File: config.mk
export PLATFORM = sky130hd
export DESIGN_NAME = some_vip_arbiter
export DESIGN_NICKNAME = d
export VERILOG_FILES = /design/src/rtl/some_vip_arb_pkg.sv /design/src/rtl/some_vip_arbiter_rr_picker.sv /design/src/rtl/some_vip_arbiter.sv
export SDC_FILE = /design/constraint.sdc
export NUM_CORES = 1
export LEC_CHECK = 0
export ABC_CLOCK_PERIOD_IN_PS = 1900
export CAP_MARGIN = 30
export CORE_UTILIZATION = 30
export CTS_BUF_LIST = sky130_fd_sc_hd__clkbuf_8 sky130_fd_sc_hd__clkbuf_16
export DETAILED_ROUTE_END_ITERATION = 6
export SLEW_MARGIN = 20
export SYNTH_ARGS = -nofsm -noshare
export SYNTH_HDL_FRONTEND = slang
export SYNTH_HIERARCHICAL = 1
export SYNTH_SLANG_ARGS = --single-unit
File: constraint.sdc
create_clock -name clk -period 1.9 [get_ports clk]
set_input_delay 0.57 -clock clk [delete_from_list [all_inputs] [get_ports clk]]
set_output_delay 0.57 -clock clk [all_outputs]
set_load 0.05 [all_outputs]
File: src/rtl/some_vip_arb_pkg.sv
// ---------------------------------------------------------------------------
// some_vip_arb_pkg
// Shared types and defaults for the some_vip round-robin arbiter.
//   arb_state_t   : arbiter FSM state (IDLE / GRANT)
//   *_DEF         : default parameter values for the top level
//   wrap_inc()    : modulo-n increment used to form the round-robin start index
// ---------------------------------------------------------------------------
package some_vip_arb_pkg;

  typedef enum logic {
    IDLE  = 1'b0,
    GRANT = 1'b1
  } arb_state_t;

  localparam int N_REQ_DEF     = 4;
  localparam int DATA_W_DEF    = 8;
  localparam int MAX_BURST_DEF = 4;

  // (v + 1) mod n, for 0 <= v < n.
  function automatic int wrap_inc(input int v, input int n);
    return (v + 1 >= n) ? 0 : v + 1;
  endfunction

endpackage

File: src/rtl/some_vip_arbiter_rr_picker.sv
// ---------------------------------------------------------------------------
// rr_picker
// Combinational round-robin search: starting at start_i and wrapping modulo
// N, return the first index whose request bit is set.
//   req_i   in  N       : request vector
//   start_i in  IW      : first index to examine (must be < N)
//   found_o out 1       : at least one request bit is set
//   idx_o   out IW      : winning index (0 when nothing found)
// ---------------------------------------------------------------------------
module rr_picker #(
  parameter int N  = 4,
  parameter int IW = (N > 1) ? $clog2(N) : 1
) (
  input  logic [N-1:0]  req_i,
  input  logic [IW-1:0] start_i,
  output logic          found_o,
  output logic [IW-1:0] idx_o
);

  int j;

  // Walk the offsets from farthest to nearest so the nearest requester to
  // start_i is the last assignment and therefore the winner.
  always_comb begin
    found_o = 1'b0;
    idx_o   = '0;
    j       = 0;
    for (int k = N - 1; k >= 0; k--) begin
      j = int'(start_i) + k;
      if (j >= N) begin
        j = j - N;
      end
      if (req_i[j]) begin
        found_o = 1'b1;
        idx_o   = IW'(j);
      end
    end
  end

endmodule

File: src/rtl/some_vip_arbiter.sv
// ---------------------------------------------------------------------------
// some_vip_arbiter
// Round-robin arbiter sharing one valid/ready data channel between N_REQ
// requesters. A granted requester streams up to MAX_BURST beats before the
// grant rotates. Each forwarded beat goes through one registered output stage
// that also records the source index.
//   clk          in  1            : clock, rising edge
//   rst_n        in  1            : asynchronous active-low reset
//   req_valid_i  in  N_REQ        : per-requester beat valid
//   req_data_i   in  N_REQ*DATA_W : requester i at [i*DATA_W +: DATA_W]
//   req_ready_o  out N_REQ        : per-requester beat accepted (combinational)
//   m_valid_o    out 1            : downstream valid
//   m_data_o     out DATA_W       : downstream data
//   m_ready_i    in  1            : downstream ready
//   m_src_o      out IW           : source index of m_data_o
// ---------------------------------------------------------------------------
module some_vip_arbiter
  import some_vip_arb_pkg::*;
#(
  parameter int N_REQ     = N_REQ_DEF,
  parameter int DATA_W    = DATA_W_DEF,
  parameter int MAX_BURST = MAX_BURST_DEF,
  parameter int IW        = $clog2(N_REQ)
) (
  input  logic                    clk,
  input  logic                    rst_n,
  input  logic [N_REQ-1:0]        req_valid_i,
  input  logic [N_REQ*DATA_W-1:0] req_data_i,
  output logic [N_REQ-1:0]        req_ready_o,
  output logic                    m_valid_o,
  output logic [DATA_W-1:0]       m_data_o,
  input  logic                    m_ready_i,
  output logic [IW-1:0]           m_src_o
);

  localparam int BW = $clog2(MAX_BURST + 1);

  arb_state_t        state_q, state_d;
  // last_q is the round-robin pointer. Because it is updated to the winner on
  // every grant, it also names the current owner while in GRANT.
  logic [IW-1:0]     last_q, last_d;
  logic [BW-1:0]     burst_q, burst_d;
  logic              m_valid_q, m_valid_d;
  logic [DATA_W-1:0] m_data_q, m_data_d;
  logic [IW-1:0]     m_src_q, m_src_d;

  logic              granted;
  logic              can_accept;
  logic              owner_valid;
  logic              load;
  logic              release_grant;
  logic [BW-1:0]     burst_inc;
  logic [IW-1:0]     pick_start;
  logic              pick_found;
  logic [IW-1:0]     pick_idx;

  assign granted     = (state_q == GRANT);
  // Output stage can take a beat when empty or draining this same cycle.
  assign can_accept  = !m_valid_q || m_ready_i;
  assign owner_valid = req_valid_i[last_q];
  assign load        = granted && owner_valid && can_accept;
  assign burst_inc   = burst_q + 1'b1;

  // Release either on hitting the burst limit with this load, or when the
  // owner has nothing to offer in a cycle it could have been accepted.
  assign release_grant = granted && can_accept &&
                         (!owner_valid || (burst_inc == BW'(MAX_BURST)));

  // In IDLE the scan starts after the last winner; on release last_q equals
  // the owner, so the same start index gives "owner eligible, but last".
  assign pick_start = IW'(wrap_inc(int'(last_q), N_REQ));

  rr_picker #(
    .N  (N_REQ),
    .IW (IW)
  ) u_picker (
    .req_i   (req_valid_i),
    .start_i (pick_start),
    .found_o (pick_found),
    .idx_o   (pick_idx)
  );

  generate
    for (genvar gi = 0; gi < N_REQ; gi++) begin : g_ready
      assign req_ready_o[gi] = granted && can_accept && (last_q == IW'(gi));
    end
  endgenerate

  always_comb begin
    state_d   = state_q;
    last_d    = last_q;
    burst_d   = burst_q;
    m_valid_d = m_valid_q;
    m_data_d  = m_data_q;
    m_src_d   = m_src_q;

    if (load) begin
      m_valid_d = 1'b1;
      m_data_d  = req_data_i[int'(last_q)*DATA_W +: DATA_W];
      m_src_d   = last_q;
      burst_d   = burst_inc;
    end else if (m_valid_q && m_ready_i) begin
      m_valid_d = 1'b0;
    end

    case (state_q)
      IDLE: begin
        if (pick_found) begin
          state_d = GRANT;
          last_d  = pick_idx;
          burst_d = '0;
        end
      end
      GRANT: begin
        if (release_grant) begin
          burst_d = '0;
          if (pick_found) begin
            last_d = pick_idx;
          end else begin
            state_d = IDLE;
          end
        end
      end
      default: begin
        state_d = IDLE;
      end
    endcase
  end

  always_ff @(posedge clk or negedge rst_n) begin
    if (!rst_n) begin
      state_q   <= IDLE;
      last_q    <= IW'(N_REQ - 1);
      burst_q   <= '0;
      m_valid_q <= 1'b0;
      m_data_q  <= '0;
      m_src_q   <= '0;
    end else begin
      state_q   <= state_d;
      last_q    <= last_d;
      burst_q   <= burst_d;
      m_valid_q <= m_valid_d;
      m_data_q  <= m_data_d;
      m_src_q   <= m_src_d;
    end
  end

  assign m_valid_o = m_valid_q;
  assign m_data_o  = m_data_q;
  assign m_src_o   = m_src_q;

endmodule

==> impl_metrics.json <==
{
  "multi_input_area_sq_um": 792,
  "dp_hpwl_um": 2470,
  "fin_crit_sh_pct": 105,
  "die_w_um": 65.3,
  "violations": "negative setup slack",
  "post-route-min-period_ns": 1.99,
  "setup_ws_ns": -0.0923,
  "critPathBufInv": 1,
  "place_ws_ns": -0.358,
  "hold_class": "register to register",
  "rsz0062_at_grt": "yes",
  "cp_max_fo": 5,
  "grt_overflow_total": 0,
  "power_density_nw_per_um2": 1690,
  "post_dp_cell_area_sq_um": 1890,
  "setup_viol": 18,
  "nFillCells": 326,
  "yosysUniqueCellTypes": 30,
  "synthCells": 95,
  "dr.first_iter.drc_count": 5,
  "track_usage_pct": 16.2,
  "layout_common_cells": "clkdlybuf4s50_1, buf_4, dfrtp_1",
  "startpoint_type": "register",
  "tightest_slew_ns": 0.504,
  "seq_area_frac_synth_pct": 35.6,
  "yosys_warnings": 6,
  "worstSetupEndpointType": "register",
  "drive_above_1_share_pct": 43.0,
  "regArea_sq_um": 428,
  "critPathKind": "register to register",
  "coreArea_sq_um": 3740,
  "antenna_found_initial": 0,
  "design_area_sq_um": 2060,
  "cpPeakStageDelay_ns": 0.61,
  "crit_family": "multiplexers",
  "ir_worst_vdd_v": 0.000949,
  "layout-area-overhead-vs-synth_pct": 70.8,
  "status": "complete, but fails checks",
  "grt_pass1_wl_um": 5190,
  "routed_via_density": 4.91,
  "num_rows": 22,
  "syn_nets": 140,
  "hold_viol": 0,
  "dp.cells": 204,
  "ys_ff_latch": 17,
  "routedWlPerCell_um": 15.1,
  "arrival_ns": 2.16,
  "wirelength_um": 3210,
  "grt_max_degree": 18,
  "initial_utilization_pct": 32.2,
  "fp.dieH_um": 65.3,
  "synth_edf_count": 0,
  "yosys.area.top_type": "dfrtp_1",
  "final_cells": 213,
  "drc": 0,
  "io_pins": 54,
  "path_clk_slew_ns": 0.06,
  "numCtsBuffers": 3,
  "h-tree-depth": 1,
  "nNetsFinal": 211,
  "critPathSlowestCell": "dfstp_2",
  "synth_area_sq_um": 1200,
  "port_buffers": 53,
  "clk_latency_ns": 0.24,
  "timing.hold.ws_ns": 0.513,
  "final_common_cell": "clkdlybuf4s50_1",
  "vias": 1046,
  "ys_top_cells_by_area": "dfrtp_1, mux4_2, mux2_4",
  "p_leak_nw": 0.902,
  "ctsLongestPathBuffers": 2,
  "clock_skew_ns": 0.00348,
  "cp.required_ns": 2.07,
  "fmax_mhz": 502,
  "max_slew_margin_pct": 66.4,
  "place_congestion": 0.695,
  "diodes": 0,
  "hold_buffers": 0,
  "maxCapViolCount": 0,
  "synth_flop_cell": "dfrtp_1",
  "grt_pass1_vias": 1133,
  "avgSynthCellArea_sq_um": 12.7,
  "synth_top_area_share_pct": 31.2,
  "fin_tns_setup_ns": -1.25,
  "die_area_sq_um": 4270,
  "postRouteAntennaNets": 0,
  "drtPass1Iterations": 3,
  "synthArstFlopShare_pct": 100,
  "cts_tree": "done",
  "crit_chain": "buf_6 > mux4_2 > a211oi_4 > mux2_1",
  "slew_viol_final": 0,
  "clockRootBuffer": "clkbuf_8",
  "cts_sinks": 17
}
[metal layers]
| metal | track usage (%) | wire (um) |
|---|---|---|
| met5 | 0 | 0 |
| met1 | 17.5 | 1330 |
| met3 | 3.13 | 239 |
| met2 | 30.8 | 1610 |
| met4 | 5.43 | 27 |
[cell type report]
| cell class | instances | share of cell area (%) |
|---|---|---|
| Multi-Input combinational cell | 66 | 38.5 |
| Tap cell | 48 | 2.92 |
| Sequential cell | 17 | 20.8 |
| Inverter | 6 | 1.22 |
| Clock buffer | 3 | 2.01 |
| Clock inverter | 1 | 0.183 |
| Timing Repair Buffer | 72 | 34.3 |
[report_power, final]
group / internal [mW] / switching (mW) / total (mW) / leakage (nW)
Sequential: 0.551 / 0.140 / 0.691 / 0.198
Combinational: 1.27 / 1.27 / 2.54 / 0.677
Clock: 0.143 / 0.110 / 0.253 / 0.0269
Total: 1.97 / 1.52 / 3.48 / 0.902
[through the flow]
stage	total power [mW]	utilization, %
finish	3.48	54.9
global placement	2.94	50.5
global route	3.68	54.9
detailed placement	2.99	50.5
floorplan	2.26	-
CTS	3.46	54.4
[sequential cells by signal, indices dropped and copies added, names as in the netlist]
signal,flops
burst_q,3
granted,1
last_q,2
m_data_o,8
m_src_o,2
m_valid_o,1
[worst paths after layout]
path | from | endpoint | slack [ns] | cells past startpoint
worst max-delay path | last_q[0]$_DFFE_PN1P_ | last_q[0]$_DFFE_PN1P_ | -0.09 | 4
worst min-delay path | m_data_o[5]$_DFFE_PN0N_ | m_data_o[5]$_DFFE_PN0N_ | 0.51 | 1
worst max register to register | last_q[0]$_DFFE_PN1P_ | last_q[0]$_DFFE_PN1P_ | -0.09 | 4
worst min register to register | m_data_o[5]$_DFFE_PN0N_ | m_data_o[5]$_DFFE_PN0N_ | 0.51 | 1
max in group asynchronous | rst_n | last_q[1]$_DFFE_PN1P_ | 1.00 | 2
min in group asynchronous | rst_n | m_data_o[1]$_DFFE_PN0N_ | 0.65 | 2
[cell families after synthesis]
family	Yosys count	share of synthesized area (%)
DFF	17	35.6
adders and majority gates	6	6.24
AOI/OAI and AO/OA	12	9.25
muxes	22	31.9
and+or+nand+nor	26	12.0
buffers and inverters	12	5.09
[synthesized netlist by cell type (3+ instances only)]
| cell | number |
|---|---|
| a21oi_1 | 4 |
| nand2b_1 | 3 |
| nand2_1 | 5 |
| inv_1 | 6 |
| mux2_4 | 8 |
| mux4_2 | 7 |
| nor2_1 | 6 |
| mux2_1 | 3 |
| a211oi_2 | 3 |
| dfrtp_1 | 15 |
| and3_1 | 4 |
| ha_1 | 6 |
[repair_timing]
item | in CTS | in global routing
gates resized for setup | 19 | 4
setup endpoints to repair | 18 | 18
setup buffers | 5 | 0
pin swaps | 4 | 1
Power figures use the tool's default switching activity.
